[config.mk]
export PLATFORM = sky130hd
export DESIGN_NAME = up_counter_ctrl
export DESIGN_NICKNAME = d
export VERILOG_FILES = /design/src/rtl/up_counter_ctrl.sv
export SDC_FILE = /design/constraint.sdc
export NUM_CORES = 1
export LEC_CHECK = 0
export ABC_AREA = 1
export ABC_CLOCK_PERIOD_IN_PS = 2900
export CAP_MARGIN = 15
export CORE_MARGIN = 4
export CORE_UTILIZATION = 51
export DETAILED_ROUTE_END_ITERATION = 7
export PLACE_DENSITY = 0.83
export SYNTH_ARGS = -nofsm -noshare
export SYNTH_HDL_FRONTEND = slang
export SYNTH_SLANG_ARGS = --single-unit
[constraint.sdc]
create_clock -name clk -period 2.9 [get_ports clk]
set_input_delay 0.58 -clock clk [delete_from_list [all_inputs] [get_ports clk]]
set_output_delay 0.58 -clock clk [all_outputs]
set_load 0.005 [all_outputs]
[src/rtl/up_counter_ctrl.sv]
// up_counter_ctrl: up-counter with run-time terminal value,
// start/stop/clear/load control and saturating wrap count.
module up_counter_ctrl #(
  parameter int WIDTH  = 4,
  parameter int WRAP_W = 8
) (
  input  logic              clk,
  input  logic              reset,
  input  logic              en,
  input  logic              start,
  input  logic              stop,
  input  logic              clear,
  input  logic              load,
  input  logic [WIDTH-1:0]  load_val,
  input  logic [WIDTH-1:0]  limit,
  input  logic              one_shot,
  output logic [WIDTH-1:0]  counter,
  output logic              busy,
  output logic              done,
  output logic              tc,
  output logic [WRAP_W-1:0] wrap_cnt
);

  typedef enum logic [1:0] {
    IDLE = 2'd0,
    RUN  = 2'd1,
    DONE = 2'd2
  } state_t;

  localparam logic [WIDTH-1:0]  CNT_ONE  = 1;
  localparam logic [WIDTH-1:0]  CNT_ZERO = '0;
  localparam logic [WRAP_W-1:0] WRAP_ONE = 1;
  localparam logic [WRAP_W-1:0] WRAP_MAX = '1;

  state_t            state_q, state_d;
  logic [WIDTH-1:0]  counter_q, counter_d;
  logic [WRAP_W-1:0] wrap_q, wrap_d;
  logic              busy_q, busy_d;
  logic              done_q, done_d;
  logic              at_lim;

  assign at_lim = (counter_q == limit);

  // Terminal strobe: only an enabled RUN cycle at limit
  // with no higher-priority request active.
  assign tc = reset & ~clear & ~load & ~stop & en
            & (state_q == RUN) & at_lim;

  // Next-state, count and wrap bookkeeping by priority.
  always_comb begin
    state_d   = state_q;
    counter_d = counter_q;
    wrap_d    = wrap_q;
    if (clear) begin
      state_d   = IDLE;
      counter_d = CNT_ZERO;
      wrap_d    = '0;
    end else if (load) begin
      counter_d = load_val;
      if (state_q == DONE) state_d = IDLE;
    end else begin
      case (state_q)
        IDLE: begin
          if (start) state_d = RUN;
        end
        RUN: begin
          if (stop) begin
            state_d = IDLE;
          end else if (en) begin
            if (at_lim) begin
              if (one_shot) begin
                state_d = DONE;
              end else begin
                counter_d = CNT_ZERO;
                if (wrap_q != WRAP_MAX)
                  wrap_d = wrap_q + WRAP_ONE;
              end
            end else begin
              counter_d = counter_q + CNT_ONE;
            end
          end
        end
        DONE: begin
          if (start) begin
            state_d   = RUN;
            counter_d = CNT_ZERO;
          end
        end
        default: begin
          state_d = IDLE;
        end
      endcase
    end
    busy_d = (state_d == RUN);
    done_d = (state_d == DONE);
  end

  // State and registered outputs, synchronous active-low reset.
  always_ff @(posedge clk) begin
    if (!reset) begin
      state_q   <= IDLE;
      counter_q <= '0;
      wrap_q    <= '0;
      busy_q    <= 1'b0;
      done_q    <= 1'b0;
    end else begin
      state_q   <= state_d;
      counter_q <= counter_d;
      wrap_q    <= wrap_d;
      busy_q    <= busy_d;
      done_q    <= done_d;
    end
  end

  assign counter  = counter_q;
  assign busy     = busy_q;
  assign done     = done_q;
  assign wrap_cnt = wrap_q;

endmodule

==> results.md, run 1 <==
- Post-synthesis sequential area ratio: 28.8%
- WP data required: 2.32 ns
- Num CTS Buffers: 3
- Crit-path slowest cell: clkdlybuf4s50_1
- CORE AREA: 2020 um^2
- Synth-to-layout area growth: 33.3%
- RSZ-0062 raised after global routing: no
- Min cycle time layout: 2.78 ns
- Post-synth EDFFs: 0
- Initial Util: 55.0%
- Startpoint types: input pin
- Setup-failing EPs final: 0
- IR drop worst, VDD: 0.295 mV
- Hold crit path type: register to register
- Slew @ Worst Pin: 0.419 ns
- Fin nets: 225
- Pwr Density: 295 nW/um^2
- PortBufs: 30
- Sink of the worst hold path: wrap_cnt[7]
- Hold Violations, Final: 0
- Slowest cell delay on critical path: 0.53 ns
- CTS H-Tree Depth: 1
- Worst Path Max Fanout: 4
- Setup Total Neg Slack: 0 ns
- Congestion Overflow GR: 0
- Hold_sp: wrap_cnt[7]
- FP Rows: 16
- Period utilization: 95.8%
- Post-DR vias/cell: 5.06
- Starting DRT DRC Count: 21
- Total number of vias: 1,174
- DR pass1 iterations: 4
- FF-to-FF path depth: 8
- Clock Pin Slew Worst Setup and Hold Paths: 0.09 ns
- Worst Path Arrival: 2.20 ns
- Synth top area share: 28.8%
- Post-CTS sizing: 0
- TritonCTS clock tree: yes
- Routed wire per std cell: 11.6 um
- Netlist cell types: 29
- WL final: 2700 um
- Post-Syn Area: 1110 um^2
- Layout cell share with drive strength beyond 1: 15.6%
- Max clock buf depth: 2
- N_diodes: 0
- Leak: 0.671 nW
- Max Slew Vio Count: 0
- Fin Clk Skew: 0.00352 ns
- Pin count of the biggest net entering global routing: 13
- FF-to-FF setup slack: 1.30 ns
- Yosys top cell by area: dfxtp_1
- Worst Setup End Kind: output pin
- Yosys reg bits: 16
- Largest cells by area after synthesis: dfxtp_1 (29%), nand2_1 (16%), inv_1 (8.4%)
- Clock root buffer: clkbuf_4
- Kind of critical path: input pin to output pin
- Initial antenna violation count: 0
- Sink Count: 16
- Mapped Avg Cell Area: 6.50 um^2
- Die X-Extent: 54.7 um
- Fillcell total: 182
- Fmax: 0.360 GHz
- Synth Instances: 171
- GRT Total Usage: 21.1%
- Status: complete, no violations
- Routability cong.: 0.835
- Crit-path cells: clkdlybuf4s50_1, inv_1, nand2_1, nand2_1, nor2_4, nand2_4, nor3_1, clkdlybuf4s50_1
- Post-DRT Antenna Nets: 0
- Fraction of registers with async set or reset after synthesis: 0%
- Reg2reg end: wrap_cnt[6]
- Synthesized net count: 189
- Die area: 2990 um^2
- Total Power: 438 uW
- Yosys warning count: 0
- Setup Buffers After CTS: 0
- Hold buffers post-CTS: 0
- Hold depth: 2
- Most common cell in the netlist: nand2_1
- Top delay family on crit path: buffers and inverters
- Die H: 54.7 um
- Max-Cap Viols: 0
- Global-route wire length before repair: 4650 um
- Ports: 31
- Vias in the first global route: 1,144
- Worst skew pair latency: 0.28 ns
- Max transition margin: 71.9%
- Post-route DRC: 0
- Post-synth top cells: nand2_1 (47), inv_1 (25), nor2_1 (17), dfxtp_1 (16)
- Worst r2r src: wrap_cnt[1]
- Final HPWL from detailed placement: 2170 um
- CP bufs+invs: 3
- Ys flop type: dfxtp_1
## flip-flops by register name, summed over array words and instances (netlist names)
name,cells
state_q,2
busy,1
done,1
wrap_cnt,8
counter,4
## worst max path at each step
| stage | from | to | slack [ns] | cells after the start |
|---|---|---|---|---|
| 2_1_floorplan | stop | tc | 1.04 | 4 |
| 3_3_place_gp | limit[2] | tc | 0.14 | 8 |
| 3_5_place_dp | limit[2] | tc | 0.14 | 8 |
| 4_1_cts | limit[2] | tc | 0.11 | 8 |
| 5_1_grt | limit[0] | tc | 0.009 | 8 |
| 6_report | limit[0] | tc | 0.12 | 8 |
## cell type report
type | instances | area [um^2] | share of cell area [%]
clock buffers | 3 | 22.5 | 1.52
inverters | 30 | 118 | 7.94
multi-input cells | 123 | 664 | 44.8
flip-flops and latches | 16 | 320 | 21.6
well taps | 27 | 33.8 | 2.28
repair buffers | 33 | 323 | 21.8
## layer usage
layer	GRT usage [%]	vias to the layer above	part of all wire, %
li1	-	608	-
met1	23.4	519	43
met2	39.0	36	49
met3	4.09	11	4.9
met4	7.47	0	2.7
met5	0	-	0
## per-stage QoR
step / util (%) / hold WS [ns] / instance area [um^2] / cells / setup WS, ns
2_1_floorplan: - / 0.491 / 1110 / 171 / 1.04
6_report: 73.3 / 0.538 / 1480 / 232 / 0.122
5_1_grt: 73.3 / 0.578 / 1480 / 232 / 0.00907
3_5_place_dp: 72.2 / 0.521 / 1460 / 229 / 0.137
3_3_place_gp: 72.2 / 0.498 / 1460 / 229 / 0.140
4_1_cts: 73.3 / 0.537 / 1480 / 232 / 0.113
## cells by family (layout without fill, tap and decap cells)
logic type | count (synthesis) | count (layout) | share of synthesized area, %
simple gates | 99 | 99 | 43.7
buf+inv | 32 | 66 | 11.4
compound gates | 20 | 20 | 12.3
flops | 16 | 16 | 28.8
fa+ha+maj | 2 | 2 | 2.25
xor+xnor | 2 | 2 | 1.58
## power breakdown
part | internal, mW | switching, mW
combinational | 0.0448 | 0.0480
clock | 0.0482 | 0.0676
sequential | 0.224 | 0.00472
total | 0.317 | 0.120
## cells in the final DEF, fill, tap and decap left out, types with 4 or more instances in the layout
| master | Yosys | layout |
|---|---|---|
| nor2_1 | 17 | 17 |
| nand3_1 | 9 | 9 |
| clkdlybuf4s50_1 | 0 | 30 |
| nand4_1 | 9 | 9 |
| a21oi_1 | 6 | 6 |
| nand2_1 | 47 | 47 |
| a21oi_2 | 5 | 5 |
| o21ai_0 | 4 | 4 |
| dfxtp_1 | 16 | 16 |
| inv_1 | 25 | 25 |
| nor2_2 | 7 | 7 |
## tightest hold or removal path: cells and delay by family, from the launching register on
family	cells	cell delay, ns
DFF	1	0.36
and+or+nand+nor	1	0.09
AOI/OAI and AO/OA	1	0.06
No activity file was read; power rests on OpenSTA's default activity.
==> run 2: changes to the inputs <==
==> constraint.sdc (replaced) <==
create_clock -name clk -period 2.9 [get_ports clk]
set_input_delay 0.725 -clock clk [delete_from_list [all_inputs] [get_ports clk]]
set_output_delay 0.725 -clock clk [all_outputs]
set_load 0.005 [all_outputs]
==> results.md, run 2 (same netlist as run 1, synthesis figures left out) <==
- Status: complete, no violations
- Initial antenna violation count: 0
- Setup Total Neg Slack: 0 ns
- Hold crit path type: register to register
- Congestion Overflow GR: 0
- Vias in the first global route: 1,163
- Fin nets: 230
- Die H: 54.7 um
- Fin Clk Skew: 0.00327 ns
- Max Slew Vio Count: 0
- GRT Total Usage: 21.1%
- Sink Count: 16
- Post-DR vias/cell: 5.11
- Clock root buffer: clkbuf_4
- Post-route DRC: 0
- Commonest non-fill, non-tap cell in the layout: nand2_1
- Synth-to-layout area growth: 37.8%
- Setup-failing EPs final: 0
- Fmax: 0.371 GHz
- Worst Setup End Kind: output pin
- Largest register FFs: 8
- IR drop worst, VDD: 0.290 mV
- CTS H-Tree Depth: 1
- FP Rows: 16
- Setup slack after layout: 0.202 ns
- Kind of critical path: input pin to output pin
- Num CTS Buffers: 3
- N_diodes: 0
- WP data required: 2.17 ns
- RSZ-0062 raised after global routing: no
- PortBufs: 30
- Starting DRT DRC Count: 33
- Total number of vias: 1,217
- Worst skew pair latency: 0.29 ns
- Routability cong.: 0.864
- Min cycle time layout: 2.70 ns
- Hold Violations, Final: 0
- Die X-Extent: 54.7 um
- Layout cell share with drive strength beyond 1: 18.0%
- Pin count of the biggest net entering global routing: 13
- WL final: 2800 um
- Final design utilization: 75.7%
- Leak: 0.707 nW
- Max-Cap Viols: 0
- Dpl cells: 234
- Max clock buf depth: 2
- CORE AREA: 2020 um^2
- Total Power: 479 uW
- Fillcell total: 161
- Clock Pin Slew Worst Setup and Hold Paths: 0.10 ns
- Ports: 31
- Global-route wire length before repair: 4680 um
- Max transition margin: 74.0%
- Startpoint types: input pin
- Die area: 2990 um^2
- Pre-CTS setup slack: -0.0629 ns
- Routed wire per std cell: 11.8 um
- Setup Buffers After CTS: 0
- TritonCTS clock tree: yes
- Worst Path Max Fanout: 2
- Post-DRT Antenna Nets: 0
- Initial Util: 55.0%
- Period utilization: 93.0%
- Pwr Density: 313 nW/um^2
- Slew @ Worst Pin: 0.387 ns
- Final HPWL from detailed placement: 2180 um
- DR pass1 iterations: 4
- Most frequent cells in the layout: nand2_1 (47), clkdlybuf4s50_1 (29), inv_1 (25)
- Worst Path Arrival: 1.97 ns
- Final Instance Count excl. Fillers: 238
==> run 2: cell types whose count changed in the layout (fill, tap and decap cells not counted), sizes merged <==
cell | previous run | this run
dlygate4sd2 | 0 | 1
buf | 3 | 8
clkdlybuf4s50 | 30 | 29
clkbuf | 3 | 4
==> run 2: path summary, 6_finish.rpt <==
check	start	end	slack, ns	cells past startpoint
max	limit[0]	tc	0.20	8
min	wrap_cnt[7]	wrap_cnt[7]	0.54	2
max reg2reg	wrap_cnt[0]	wrap_cnt[6]	1.25	8
min reg2reg	wrap_cnt[7]	wrap_cnt[7]	0.54	2
==> run 2: critical path: stages <==
cell,delay (ns)
clkdlybuf4s50_1,0.49
inv_1,0.05
nand2_1,0.05
nand2_1,0.09
nor2_4,0.14
nand2_4,0.06
nor3_1,0.12
dlygate4sd2_1,0.26
==> run 2: area by class of cell <==
class / count / area [um^2] / share of cell area (%)
Timing Repair Buffer: 38 / 359 / 23.4
Sequential cell: 16 / 320 / 20.9
Tap cell: 27 / 33.8 / 2.21
Clock buffer: 4 / 36.3 / 2.37
Multi-Input combinational cell: 123 / 664 / 43.4
Inverter: 30 / 118 / 7.68
==> run 2: repair_timing <==
action | CTS | global route
gates resized for setup | 1 | 0
endpoints found under the setup margin | 1 | 0
hold buffers | 0 | 0
endpoints found under the hold margin | 0 | 0
==> run 2: where the power goes <==
group / switching, mW / leakage (nW) / internal, mW
combinational: 0.0492 / 0.556 / 0.0495
clock: 0.0746 / 0.0210 / 0.0765
sequential: 0.00471 / 0.130 / 0.224
==> run 2: per-layer routing <==
metal  global-route usage [%]  wire length (um)  vias to the layer above
met5                        0                 0                        -
met4                     7.05                36                        0
met3                     3.81               136                        7
met2                     39.4              1410                       30
met1                     23.4              1220                      567
li1                         -                 -                      613
==> run 2: per-stage QoR <==
| stage | instance area (um^2) | hold WS, ns |
|---|---|---|
| 2_1_floorplan | 1110 | 0.491 |
| 3_3_place_gp | 1500 | 0.497 |
| 3_5_place_dp | 1500 | 0.522 |
| 4_1_cts | 1530 | 0.538 |
| 5_1_grt | 1530 | 0.573 |
| 6_report | 1530 | 0.537 |
